[config.mk]
export PLATFORM = sky130hd
export DESIGN_NAME = useq_control
export DESIGN_NICKNAME = d
export VERILOG_FILES = /design/src/rtl/useq_pkg.sv /design/src/rtl/irq_arbiter.sv /design/src/rtl/useq_control.sv
export SDC_FILE = /design/constraint.sdc
export NUM_CORES = 1
export LEC_CHECK = 0
export ABC_AREA = 1
export CORE_ASPECT_RATIO = 1.25
export CORE_MARGIN = 1.5
export CORE_UTILIZATION = 45
export CTS_BUF_LIST = sky130_fd_sc_hd__clkbuf_16
export DETAILED_ROUTE_END_ITERATION = 8
export GPL_ROUTABILITY_DRIVEN = 0
export PLACE_DENSITY = 0.86
export SKIP_CTS_REPAIR_TIMING = 1
export SLEW_MARGIN = 20
export SYNTH_ARGS = -nofsm -noshare
export SYNTH_HDL_FRONTEND = slang
export SYNTH_HIERARCHICAL = 1
export SYNTH_SLANG_ARGS = --single-unit
[constraint.sdc]
create_clock -name clk -period 4.1 [get_ports clk]
set_input_delay 0.82 -clock clk [delete_from_list [all_inputs] [get_ports clk]]
set_output_delay 0.82 -clock clk [all_outputs]
set_load 0.01 [all_outputs]
[src/rtl/useq_pkg.sv]
// Shared types and constants for the microprogram sequencer front end.
//   opcode_t : sequencer opcodes, same encoding as the sequencer
//   state_t  : run/halt/single-step controller states
//   CC_*     : special condition-select codes
package useq_pkg;

  typedef enum logic [3:0] {
    JZ   = 4'd0,
    CJS  = 4'd1,
    JMAP = 4'd2,
    CJP  = 4'd3,
    PUSH = 4'd4,
    JSRP = 4'd5,
    CJV  = 4'd6,
    JRP  = 4'd7,
    RFCT = 4'd8,
    RPCT = 4'd9,
    CRTN = 4'd10,
    CJPP = 4'd11,
    LDCT = 4'd12,
    LOOP = 4'd13,
    CONT = 4'd14,
    TWB  = 4'd15
  } opcode_t;

  typedef enum logic [1:0] {
    ZERO = 2'd0,
    RUN  = 2'd1,
    HALT = 2'd2,
    STEP = 2'd3
  } state_t;

  localparam logic [3:0] CC_ALWAYS = 4'd0;
  localparam logic [3:0] CC_IRQ    = 4'd15;

  // Interrupt id width; covers up to 16 request lines.
  localparam int IDW = 4;

endpackage

[src/rtl/irq_arbiter.sv]
// Prioritised interrupt-vector arbiter.
//   clk, reset : clock, synchronous active-high reset
//   irq        : request pulses, latched into the pending set
//   take       : a CJV issue whose condition passed; grants if anything pends
//   pending    : current pending set
//   id         : index of the lowest pending bit (bit 0 is highest priority)
//   irq_ack    : registered one-hot grant, one-cycle pulse after the grant
module irq_arbiter
  import useq_pkg::*;
#(
  parameter int NIRQ = 8
) (
  input  logic            clk,
  input  logic            reset,
  input  logic [NIRQ-1:0] irq,
  input  logic            take,
  output logic [NIRQ-1:0] pending,
  output logic [IDW-1:0]  id,
  output logic [NIRQ-1:0] irq_ack
);

  logic [NIRQ-1:0] pend_q, pend_d;
  logic [NIRQ-1:0] ack_q;
  logic [NIRQ-1:0] grant;

  // Priority encoder: the last assignment in the downward loop is the lowest set bit.
  always_comb begin
    id = '0;
    for (int i = NIRQ - 1; i >= 0; i--) begin
      if (pend_q[i]) id = IDW'(i);
    end
  end

  // Isolating the lowest set bit gives the one-hot of id directly; zero when nothing pends.
  always_comb begin
    grant  = take ? (pend_q & (~pend_q + NIRQ'(1))) : '0;
    // A new pulse on the granted line in the grant cycle re-pends it.
    pend_d = (pend_q & ~grant) | irq;
  end

  always_ff @(posedge clk) begin
    if (reset) begin
      pend_q <= '0;
      ack_q  <= '0;
    end else begin
      pend_q <= pend_d;
      ack_q  <= grant;
    end
  end

  assign pending = pend_q;
  assign irq_ack = ack_q;

endmodule

[src/rtl/useq_control.sv]
// Front-end controller for the 12-bit microprogram sequencer.
// Registers the control-store word into a pipeline register, drives the
// sequencer instruction/condition/counter-load/carry-in inputs, muxes the
// sequencer D input, and runs the run/halt/single-step FSM.
//   clk, reset            : clock, synchronous active-high reset
//   run, step             : console run level, single-step pulse
//   halted, pipe_valid    : status
//   uw_*                  : control-store word fields
//   map_addr              : mapping PROM output
//   cond, irq / irq_ack   : condition flags, interrupt requests / acknowledge
//   seq_*                 : sequencer-facing signals (outputs and source enables)
//   dbg_state             : controller state for observation
//
// Handshake: there is no valid/ready pair; an issue cycle (RUN or STEP) both
// presents the pipelined word to the sequencer and loads the next word, while a
// hold cycle freezes the sequencer and leaves the pipeline untouched.
module useq_control
  import useq_pkg::*;
#(
  parameter int          NIRQ      = 8,
  parameter int          NCOND     = 15,
  parameter logic [11:0] VECT_BASE = 12'h100
) (
  input  logic             clk,
  input  logic             reset,
  input  logic             run,
  input  logic             step,
  output logic             halted,
  output logic             pipe_valid,
  input  logic [3:0]       uw_op,
  input  logic [3:0]       uw_cc,
  input  logic             uw_pol,
  input  logic             uw_rld,
  input  logic [11:0]      uw_addr,
  input  logic [11:0]      map_addr,
  input  logic [NCOND-1:0] cond,
  input  logic [NIRQ-1:0]  irq,
  output logic [NIRQ-1:0]  irq_ack,
  output logic [3:0]       seq_I,
  output logic             seq_nCCEN,
  output logic             seq_nCC,
  output logic             seq_nRLD,
  output logic             seq_CI,
  output logic [11:0]      seq_D,
  input  logic             seq_nPL,
  input  logic             seq_nVECT,
  input  logic             seq_nMAP,
  output state_t           dbg_state
);

  state_t      state_q, state_d;
  logic [3:0]  pipe_op_q;
  logic [3:0]  pipe_cc_q;
  logic        pipe_pol_q;
  logic        pipe_rld_q;
  logic [11:0] pipe_addr_q;
  logic        pipe_valid_q;

  logic            issue;
  logic            capture;
  logic [15:0]     cond_ext;
  logic            sel;
  logic            cc_pass;
  logic            take;
  logic [NIRQ-1:0] pending;
  logic [IDW-1:0]  irq_id;
  logic [NIRQ-1:0] arb_ack;
  logic            unused_npl;

  // The pipeline-source enable is the default D source, so it needs no decode.
  assign unused_npl = seq_nPL;

  assign issue   = !reset && (state_q == RUN || state_q == STEP);
  assign capture = !reset && (state_q == ZERO || issue);

  // Condition select: 0 is unconditional, 15 is interrupt-pending, the rest
  // index the external flags; selects beyond NCOND read 0.
  always_comb begin
    cond_ext               = '0;
    cond_ext[NCOND-1:0]    = cond;
    sel                    = 1'b0;
    if (pipe_cc_q == CC_IRQ) begin
      sel = |pending;
    end else if (pipe_cc_q != CC_ALWAYS && int'(pipe_cc_q) <= NCOND) begin
      sel = cond_ext[pipe_cc_q - 4'd1];
    end
    cc_pass = (pipe_cc_q == CC_ALWAYS) || (sel ^ pipe_pol_q);
    take    = issue && (pipe_op_q == CJV) && cc_pass;
  end

  irq_arbiter #(.NIRQ(NIRQ)) u_arb (
    .clk     (clk),
    .reset   (reset),
    .irq     (irq),
    .take    (take),
    .pending (pending),
    .id      (irq_id),
    .irq_ack (arb_ack)
  );

  always_comb begin
    state_d = state_q;
    case (state_q)
      ZERO:    state_d = run ? RUN : HALT;
      RUN:     state_d = run ? RUN : HALT;
      HALT:    state_d = run ? RUN : (step ? STEP : HALT);
      STEP:    state_d = HALT;
      default: state_d = ZERO;
    endcase
  end

  // Hold values are the defaults: CONT with no carry freezes the uPC.
  always_comb begin
    seq_I     = CONT;
    seq_CI    = 1'b0;
    seq_nRLD  = 1'b1;
    seq_nCCEN = 1'b1;
    seq_nCC   = 1'b1;
    halted    = 1'b0;
    if (reset) begin
      seq_I  = JZ;
      halted = 1'b1;
    end else begin
      case (state_q)
        ZERO: begin
          seq_I  = JZ;
          seq_CI = 1'b1;
          halted = 1'b1;
        end
        HALT: halted = 1'b1;
        default: begin
          seq_I    = pipe_op_q;
          seq_CI   = 1'b1;
          seq_nRLD = ~pipe_rld_q;
          if (pipe_cc_q != CC_ALWAYS) begin
            seq_nCCEN = 1'b0;
            seq_nCC   = ~(sel ^ pipe_pol_q);
          end
        end
      endcase
    end
  end

  // D mux: mapping PROM beats vector beats pipeline address.
  always_comb begin
    if (!seq_nMAP)       seq_D = map_addr;
    else if (!seq_nVECT) seq_D = VECT_BASE + {6'b0, irq_id, 2'b00};
    else                 seq_D = pipe_addr_q;
  end

  always_ff @(posedge clk) begin
    if (reset) begin
      state_q      <= ZERO;
      pipe_op_q    <= '0;
      pipe_cc_q    <= '0;
      pipe_pol_q   <= 1'b0;
      pipe_rld_q   <= 1'b0;
      pipe_addr_q  <= '0;
      pipe_valid_q <= 1'b0;
    end else begin
      state_q <= state_d;
      if (capture) begin
        pipe_op_q    <= uw_op;
        pipe_cc_q    <= uw_cc;
        pipe_pol_q   <= uw_pol;
        pipe_rld_q   <= uw_rld;
        pipe_addr_q  <= uw_addr;
        pipe_valid_q <= 1'b1;
      end
    end
  end

  // An ack registered just before reset must not escape while reset is held.
  assign irq_ack    = reset ? '0 : arb_ack;
  assign pipe_valid = pipe_valid_q;
  assign dbg_state  = state_q;

endmodule

==> flow_summary.yaml <==
pwr:
  p_leak_uw: 0.00140
  ir_drop_v: 0.000245
  total_power_uw: 1110
  pwr-share-clk_pct: 39.8
  combPwrFrac_pct: 20.6
  p_sw_share_pct: 25.1
  p_sw_uw: 278
  power_density_nw_per_um2: 343
  pwr-share-seq_pct: 39.6
  p_int_uw: 831
clocking:
  root_buffer: "clkbuf_16"
  cts.sinks: 41
  cts_made_buffers: 5
  cts_tree: "yes"
  clockBufferDepth: 2
  insertion_delay_ps: 280
  clk_pin_slew_worst_paths_ps: 60
  cts.htree.levels: 2
setup_path:
  crit_fanout: 13
  crit_arrival_ps: 2630
  r2r_start: "pipe_cc_q[0]$_SDFFE_PP0P_"
  cp.required_ps: 3280
  worstSetupPathType: "flip-flop to output port"
  endpoint_kind: "output port"
  reg2reg_depth: 14
  cp-endpoint: "seq_nCC"
  critPathLaunchType: "flip-flop"
  r2r_end: "u_arb/irq_ack[3]$_SDFF_PP0_"
  ff2ff_setup_slack_ps: 1580
  startpoint: "pipe_cc_q[0]$_SDFFE_PP0P_"
sta:
  period_needed_ps: 3450
  worst_slack_ps: 651
  slew_violations: 0
  skew_ps: 4.07
  setup-violations-final: 0
  fin_crit_sh_pct: 84.1
  setup_tns_ps: 0
  timing.final.hold_violations: 0
  fmax_mhz: 290
  rsz0062_at_grt: "false"
floorplanning:
  io_pins: 96
  initial_utilization_pct: 47.3
  die_h_um: 79.3
  die_w_um: 64.0
  coreArea_um2: 4430
  die_area_um2: 5080
  num_rows: 27
finish:
  final_common_cell: "clkdlybuf4s50_1"
  fin_cells: 472
  antennaDiodeCount: 0
  utilization_pct: 73.2
  final_nets: 480
  final_cell_mix: "clkdlybuf4s50_1 (94), nand2_1 (91), inv_1 (46)"
  area_delta_synth_final_pct: 54.6
  drive_above_1_share_pct: 7.00
global_routing:
  antenna_found_initial: 0
  grt_usage_pct: 22.7
  grt_pass1_wl_um: 9270
  use_met3_pct: 4.39
  met2_usage_pct: 44.3
  grt_pass1_vias: 2211
  grt_max_degree: 27
  busiest_layer: "met2"
  overflow: 0
  gr-usage-met1_pct: 24.0
synthesis:
  synth_area_per_cell_um2: 6.52
  synthFlopType: "dfxtp_1"
  synthTopCellsByArea: "dfxtp_1 (39%), nand2_1 (16%), inv_1 (8.2%)"
  ys_types: 28
  syn_area_um2: 2090
  synthArstFlopShare_pct: 0
  yosysTopAreaCell: "dfxtp_1"
  yosysWarnings: 6
  synth_top_area_share_pct: 39.2
  seq_area_frac_synth_pct: 39.2
  synthCells: 321
  ys_ff_latch: 41
  syn_nets: 388
  synth_edf_count: 0
drt:
  vias: 2299
  wl_per_cell_um: 11.9
  antenna_left: 0
  first_pass_iters: 4
  drc_errors: 0
  totalWireLength_um: 5640
  drt_iter0_drc: 75
  vias_per_cell: 4.87
place:
  dp_slack_ps: 802
  dp_hpwl_um: 4410
  dp_cells: 464
  port_buffers: 94
outcome:
  status: "completed"
min_path:
  min_path_type: "flip-flop to flip-flop"
run:
  drv_cap: 0
-- metrics by stage --
stage | hold WS, ps | instance area, um^2
floorplan | 435 | 2090
global placement | 447 | 3070
detailed placement | 449 | 3070
CTS | 461 | 3240
global route | 486 | 3240
finish | 456 | 3240
-- worst max-delay path, cell delays in order (launching register included) --
cell	delay (ps)
dfxtp_1	560
inv_4	140
ha_1	390
inv_1	140
nand3_1	90
nand3_1	80
nand3_2	70
nand3_2	80
nand2_1	50
nand2_1	70
nand2_1	60
nand3_1	70
clkdlybuf4s50_1	550
-- routing by layer --
metal | wire length, um | vias up
met5 | 0 | -
met4 | 46 | 0
met3 | 292 | 4
met2 | 3020 | 73
met1 | 2280 | 1035
li1 | - | 1187
-- logic make-up after synthesis --
group / after synthesis / synth area share, %
AND/OR/NAND/NOR: 155 / 31.5
flip-flops: 41 / 39.2
other: 1 / 0.179
buffers and inverters: 66 / 13.0
AO/OA/AOI/OAI: 55 / 14.3
adder cells (fa/ha/maj): 3 / 1.79
-- worst min path at each step --
stage                                       from                           end  slack [ps]  cells past startpoint
finish               pipe_addr_q[7]$_SDFFE_PP0P_   pipe_addr_q[7]$_SDFFE_PP0P_         460                      2
global route        pipe_addr_q[10]$_SDFFE_PP0P_  pipe_addr_q[10]$_SDFFE_PP0P_         490                      2
CTS                  pipe_addr_q[7]$_SDFFE_PP0P_   pipe_addr_q[7]$_SDFFE_PP0P_         460                      2
detailed placement   pipe_addr_q[7]$_SDFFE_PP0P_   pipe_addr_q[7]$_SDFFE_PP0P_         450                      2
global placement     pipe_addr_q[9]$_SDFFE_PP0P_   pipe_addr_q[9]$_SDFFE_PP0P_         450                      2
floorplan            pipe_addr_q[0]$_SDFFE_PP0P_   pipe_addr_q[0]$_SDFFE_PP0P_         430                      2
-- synthesized netlist by cell type, types with 2 or more instances --
cell type and n:
buf_6 2, nand4_1 2, clkbuf_1 7, nor2_2 3, nor2_1 26, inv_2 5
o21ai_0 18, inv_1 46, dfxtp_1 41, ha_1 3, nor4_1 5, o21ai_1 17
buf_2 3, o211ai_1 4, nand3_1 21, nand3_2 2, a21oi_1 11, nand2_1 91
a21oi_2 2, nand2_2 4
-- power by group through the flow --
stage	clock network [uW]	logic (uW)	registers [uW]
floorplan	0	119	443
global placement	0	221	446
detailed placement	0	227	447
global route	470	253	442
finish	442	228	439
CTS	449	229	439
-- flip-flops by register name (all words and copies together), names as in the netlist --
name and flops:
dbg_state 2, pipe_addr_q 12, pipe_cc_q 4, pipe_op_q 4, pipe_pol_q 1, pipe_rld_q 1
pipe_valid 1, u_arb/irq_ack 8, u_arb/pending 8
-- cell type report --
type	count	area (um^2)
clock inverter	3	46.3
timing repair buffer	98	971
tap	58	72.6
fill	363	1190
sequential	41	821
multi-input combinational	214	1000
inverter	53	201
clock buffer	5	125
No activity file was read; power rests on OpenSTA's default activity.
==> patch 1 (same settings) <==
`NIRQ` is set to 8 in 2 places; all go to 9.
--- a/src/rtl/irq_arbiter.sv
+++ b/src/rtl/irq_arbiter.sv
@@ -10,3 +10,3 @@
 #(
-  parameter int NIRQ = 8
+  parameter int NIRQ = 9
 ) (
--- a/src/rtl/useq_control.sv
+++ b/src/rtl/useq_control.sv
@@ -19,3 +19,3 @@
 #(
-  parameter int          NIRQ      = 8,
+  parameter int          NIRQ      = 9,
   parameter int          NCOND     = 15,
Ports: changed (resized irq and irq_ack); port bits go from 96 to 98. No check against the original RTL was run, so the function may have changed too.
==> patch 1 against the unedited design <==
Worst setup slack better by 0.043 ns. Area after synthesis increased by 4.0%. Wire length decreased by 1.7%. Design area is 2.3% higher. Critical path depth shrank 2. Total power fell by 4.2%. Sequential cell count up 2. Non-clock buffer count increased by 1. Largest cell class unchanged.
==> patch 1: results (changes against the unedited design) <==
Slew @ Worst Pin 0.3868 ns; ranking of synthesized cells by area dfxtp_1, nand2_1, inv_1, o21ai_0, nand3_1; Worst VDD drop 0.0002258 V (-7.8%); PwrDens 320.8 mW/mm2 (-6.3%); max reg flops 12 (unchanged); most frequent cells after synthesis nand2_1, inv_1, dfxtp_1; met3 WL 403 um (+38%); Multi-input gate area 0.001051 mm2 (+5.0%); Syn Nets 395 (+1.8%); flop2flop setup slack 1.36 ns (-0.22 ns); Worst-path clk slew 0.06 ns (about the same); register with the most flip-flops pipe_addr_q; vias per cell 4.923 (+1.1%); Slowest cell on crit path dfxtp_1; cell count after placement 474 (+2.2%); global-route wire length before repair 8.783 mm (-5.3%); cells after synthesis 327 (+1.9%); clock buffers 5 (unchanged); pre-CTS WS 0.7375 ns (-0.06465 ns); met3 usage 7.202% (+2.8 points); H-tree level count 2 (unchanged); post-DP HPWL 4.161 mm (-5.6%); #MultiIn Comb 219 (+2.3%); CP arrival 2.59 ns (-0.04 ns); status finished, final reports clean; Fmax 0.2936 GHz (+1.3%); Sink Count 43 (+4.9%); Yosys warning count 6 (unchanged); Post-Place Cell Area 0.003172 mm2 (+3.4%); met1 WL 2.258 mm (-0.79%); Non-clock buffer share 29.68% (-0.30 points); clock-cell share of area 4.267% (-1.0 points); GR Util met1 21.45% (-2.5 points); Signal buffers 99 (+1.0%); vias in the first global route 2137 (-3.3%); fill count 401 (+10%); clk_skew 0.003680 ns (-0.0003857 ns); routed wire length 5.543 mm (-1.7%); P_leak 0.001402 uW (-0.16%); ys flop type dfxtp_1; WL per Instance 11.50 um (-3.7%); antenna violations before repair 0 (unchanged); unique cell type count in the Yosys netlist 28 (unchanged); compound-cell area share of the yosys netlist 13.96% (-0.38 points); pin count of the biggest net entering global routing 29 (+7.4%); total global-route track usage 21.31% (-1.4 points); Final nets 489 (+1.9%); sequential cell area 860.8 um2 (+4.9%); worst skew pair latency 0.28 ns (about the same); worst-case hold slack 0.4714 ns (+0.01569 ns); Adder-Cell Fraction of Synth Area 1.723% (-0.069 points); initial DRC count 91 (+21%); post-synthesis sequential area ratio 39.52% (+0.33 points); diode count 0 (unchanged); Met2 Routed Length 2.780 mm (-8.0%); met2 Track Usage GR 40.00% (-4.3 points); IO buf count 96 (+2.1%); clk buf depth 2 (unchanged); fraction of layout cells with a size suffix above 1 6.398% (-0.61 points)
-- patch 1: tightest hold or removal path, stage by stage (launching register included) --
cell and delay (ns):
dfxtp_1 0.29, inv_1 0.05, o21ai_0 0.07
-- patch 1: kinds of logic (layout without fill, tap and decap cells) --
| logic type | count (synthesis) | in the layout |
|---|---|---|
| AOI/OAI and AO/OA | 57 | 57 |
| buffers and inverters | 65 | 160 |
| and+or+nand+nor | 159 | 159 |
| adders and majority gates | 3 | 3 |
| DFF | 43 | 43 |
-- patch 1: power breakdown --
group	internal, uW	switching, uW
Combinational	122	107
Sequential	442	18.8
Clock	222	152
Total	785	278
-- patch 1: worst paths after layout --
path | cells past startpoint | startpoint | to
worst max-delay path | 10 | pipe_cc_q[0] | seq_nCC
worst min-delay path | 2 | pipe_addr_q[7] | pipe_addr_q[7]
worst max register to register | 16 | pipe_cc_q[0] | u_arb/pending[5]
worst min register to register | 2 | pipe_addr_q[7] | pipe_addr_q[7]
==> patch 2 (same flow settings) <==
Without the edit above. Reset style: asynchronous (`reset`), changed in 2 clocked blocks. Comments in the files are not updated.
--- a/src/rtl/irq_arbiter.sv
+++ b/src/rtl/irq_arbiter.sv
@@ -40,3 +40,3 @@
 
-  always_ff @(posedge clk) begin
+  always_ff @(posedge clk or posedge reset) begin
     if (reset) begin
--- a/src/rtl/useq_control.sv
+++ b/src/rtl/useq_control.sv
@@ -150,3 +150,3 @@
 
-  always_ff @(posedge clk) begin
+  always_ff @(posedge clk or posedge reset) begin
     if (reset) begin
Behaviour: differs if reset is asserted again (counterexample within 4 cycles, from zero or initial values and one cycle with reset high); with reset held inactive, the same outputs for 10 cycles.
==> patch 2 against the unedited design <==
Total power up 21%. Area after synthesis up 7.2%. Worst setup slack lost 0.093 ns. Wire length is 1.5% higher. Die area grew 6.9%. Design area increased by 5.8%. Combinational power is 58% higher. Via count fell by 1.0%. Sequential cell count stayed put. Final cell count fell by 0.64%. Fmax decreased by 2.6%. Count of clock-buffer cells in the layout is the same. Sequential share of layout area increased by 4.6 points. Largest cell class is now flip-flops and latches.
==> patch 2: results (changes against the unedited design) <==
status finished, final reports clean; fraction of layout cells with a size suffix above 1 6.357% (-0.65 points); unique cell type count in the Yosys netlist 29 (+3.6%); Max-slew headroom 60.73%; Root Buffer clkbuf_16; max reg flops 12 (unchanged); FFs w/ async S/R, synth 100.0% (+100 points); router iterations before antenna repair 4 (unchanged); worst skew pair latency 0.28 ns (about the same); clk_skew 0.002830 ns (-0.001236 ns); CP delay by family, top buffers and inverters; EDFF count, synth 0 (unchanged); pin count of the biggest net entering global routing 37 (+37%); initial DRC count 100 (+33%); post-DP HPWL 4.329 mm (-1.8%); post-synthesis sequential area ratio 45.68% (+6.5 points); vias in the first global route 2067 (-6.5%); P_leak 0.001636 uW (+17%); worst-path maximum fanout 13 (unchanged); pre-CTS WS 0.7070 ns (-0.09511 ns); Final nets 475 (-1.0%); H-tree level count 2 (unchanged); Worst VDD drop 0.0002985 V (+22%); WL per Instance 12.20 um (+2.2%); Sw Share 27.34% (+2.2 points); ranking of synthesized cells by area dfrtp_1, nand2_1, inv_1, o21ai_0, nand3_1; global-route wire length before repair 8.832 mm (-4.8%); Slowest cell on crit path dfrtp_1; most frequent cells after synthesis nand2_1, dfrtp_1, inv_1; Yosys warning count 6 (unchanged); Syn Nets 379 (-2.3%); Logic power comb 360 uW (+58%); clock power share 36.8% (-3.0 points); vias per cell 4.851 (-0.41%); register with the most flip-flops pipe_addr_q; total global-route track usage 21.25% (-1.4 points); CP arrival 2.72 ns (+0.09 ns); IO buf count 94 (unchanged)
patch 2: cell type report:
| type | count | area, um2 |
|---|---|---|
| fillers | 394 | 1340 |
| flip-flops and latches | 41 | 1026 |
| multi-input cells | 215 | 987.2 |
| repair buffers | 97 | 963.4 |
| inverters | 48 | 182.7 |
| clock buffers | 5 | 125.1 |
| well taps | 60 | 75.07 |
| clock inverters | 3 | 65.06 |
patch 2: layer usage:
metal  vias to the layer above  global-route usage, %  part of all wire, %
met5                         -                      0                    0
met4                         0                  6.122                 0.73
met3                         2                  4.932                  6.9
met2                        80                  39.50                   52
met1                      1035                  23.99                   40
li1                       1158                      -                    -
patch 2: through the flow:
step	utilization [%]	hold WS, ns	cells	total power (uW)	area, um2
2_1_floorplan	-	0.4422	312	694.8	2246
3_3_place_gp	67.88	0.4546	461	835.9	3234
3_5_place_dp	67.88	0.4595	461	846.6	3234
4_1_cts	71.88	0.4737	469	1347	3425
5_1_grt	71.88	0.4856	469	1413	3425
6_report	71.88	0.4747	469	1338	3425
patch 2: path summary, 6_finish.rpt:
kind                              start                to  slack [ns]  cells past startpoint
setup / recovery           pipe_cc_q[0]           seq_nCC        0.56                     13
hold / removal               pipe_rld_q        pipe_rld_q        0.47                      2
setup reg to reg           pipe_cc_q[0]  u_arb/pending[6]        1.50                     15
hold reg to reg              pipe_rld_q        pipe_rld_q        0.47                      2
max in group asynchronous         reset  u_arb/irq_ack[6]        2.60                      3
min in group asynchronous         reset  u_arb/pending[7]        1.12                      3
patch 2: kinds of logic after synthesis:
kind of cell	after synthesis	synth area share [%]
other	1	0.1670
adders and majority gates	3	1.671
buffers and inverters	56	10.36
and+or+nand+nor	172	32.48
AOI/OAI and AO/OA	39	9.638
DFF	41	45.68
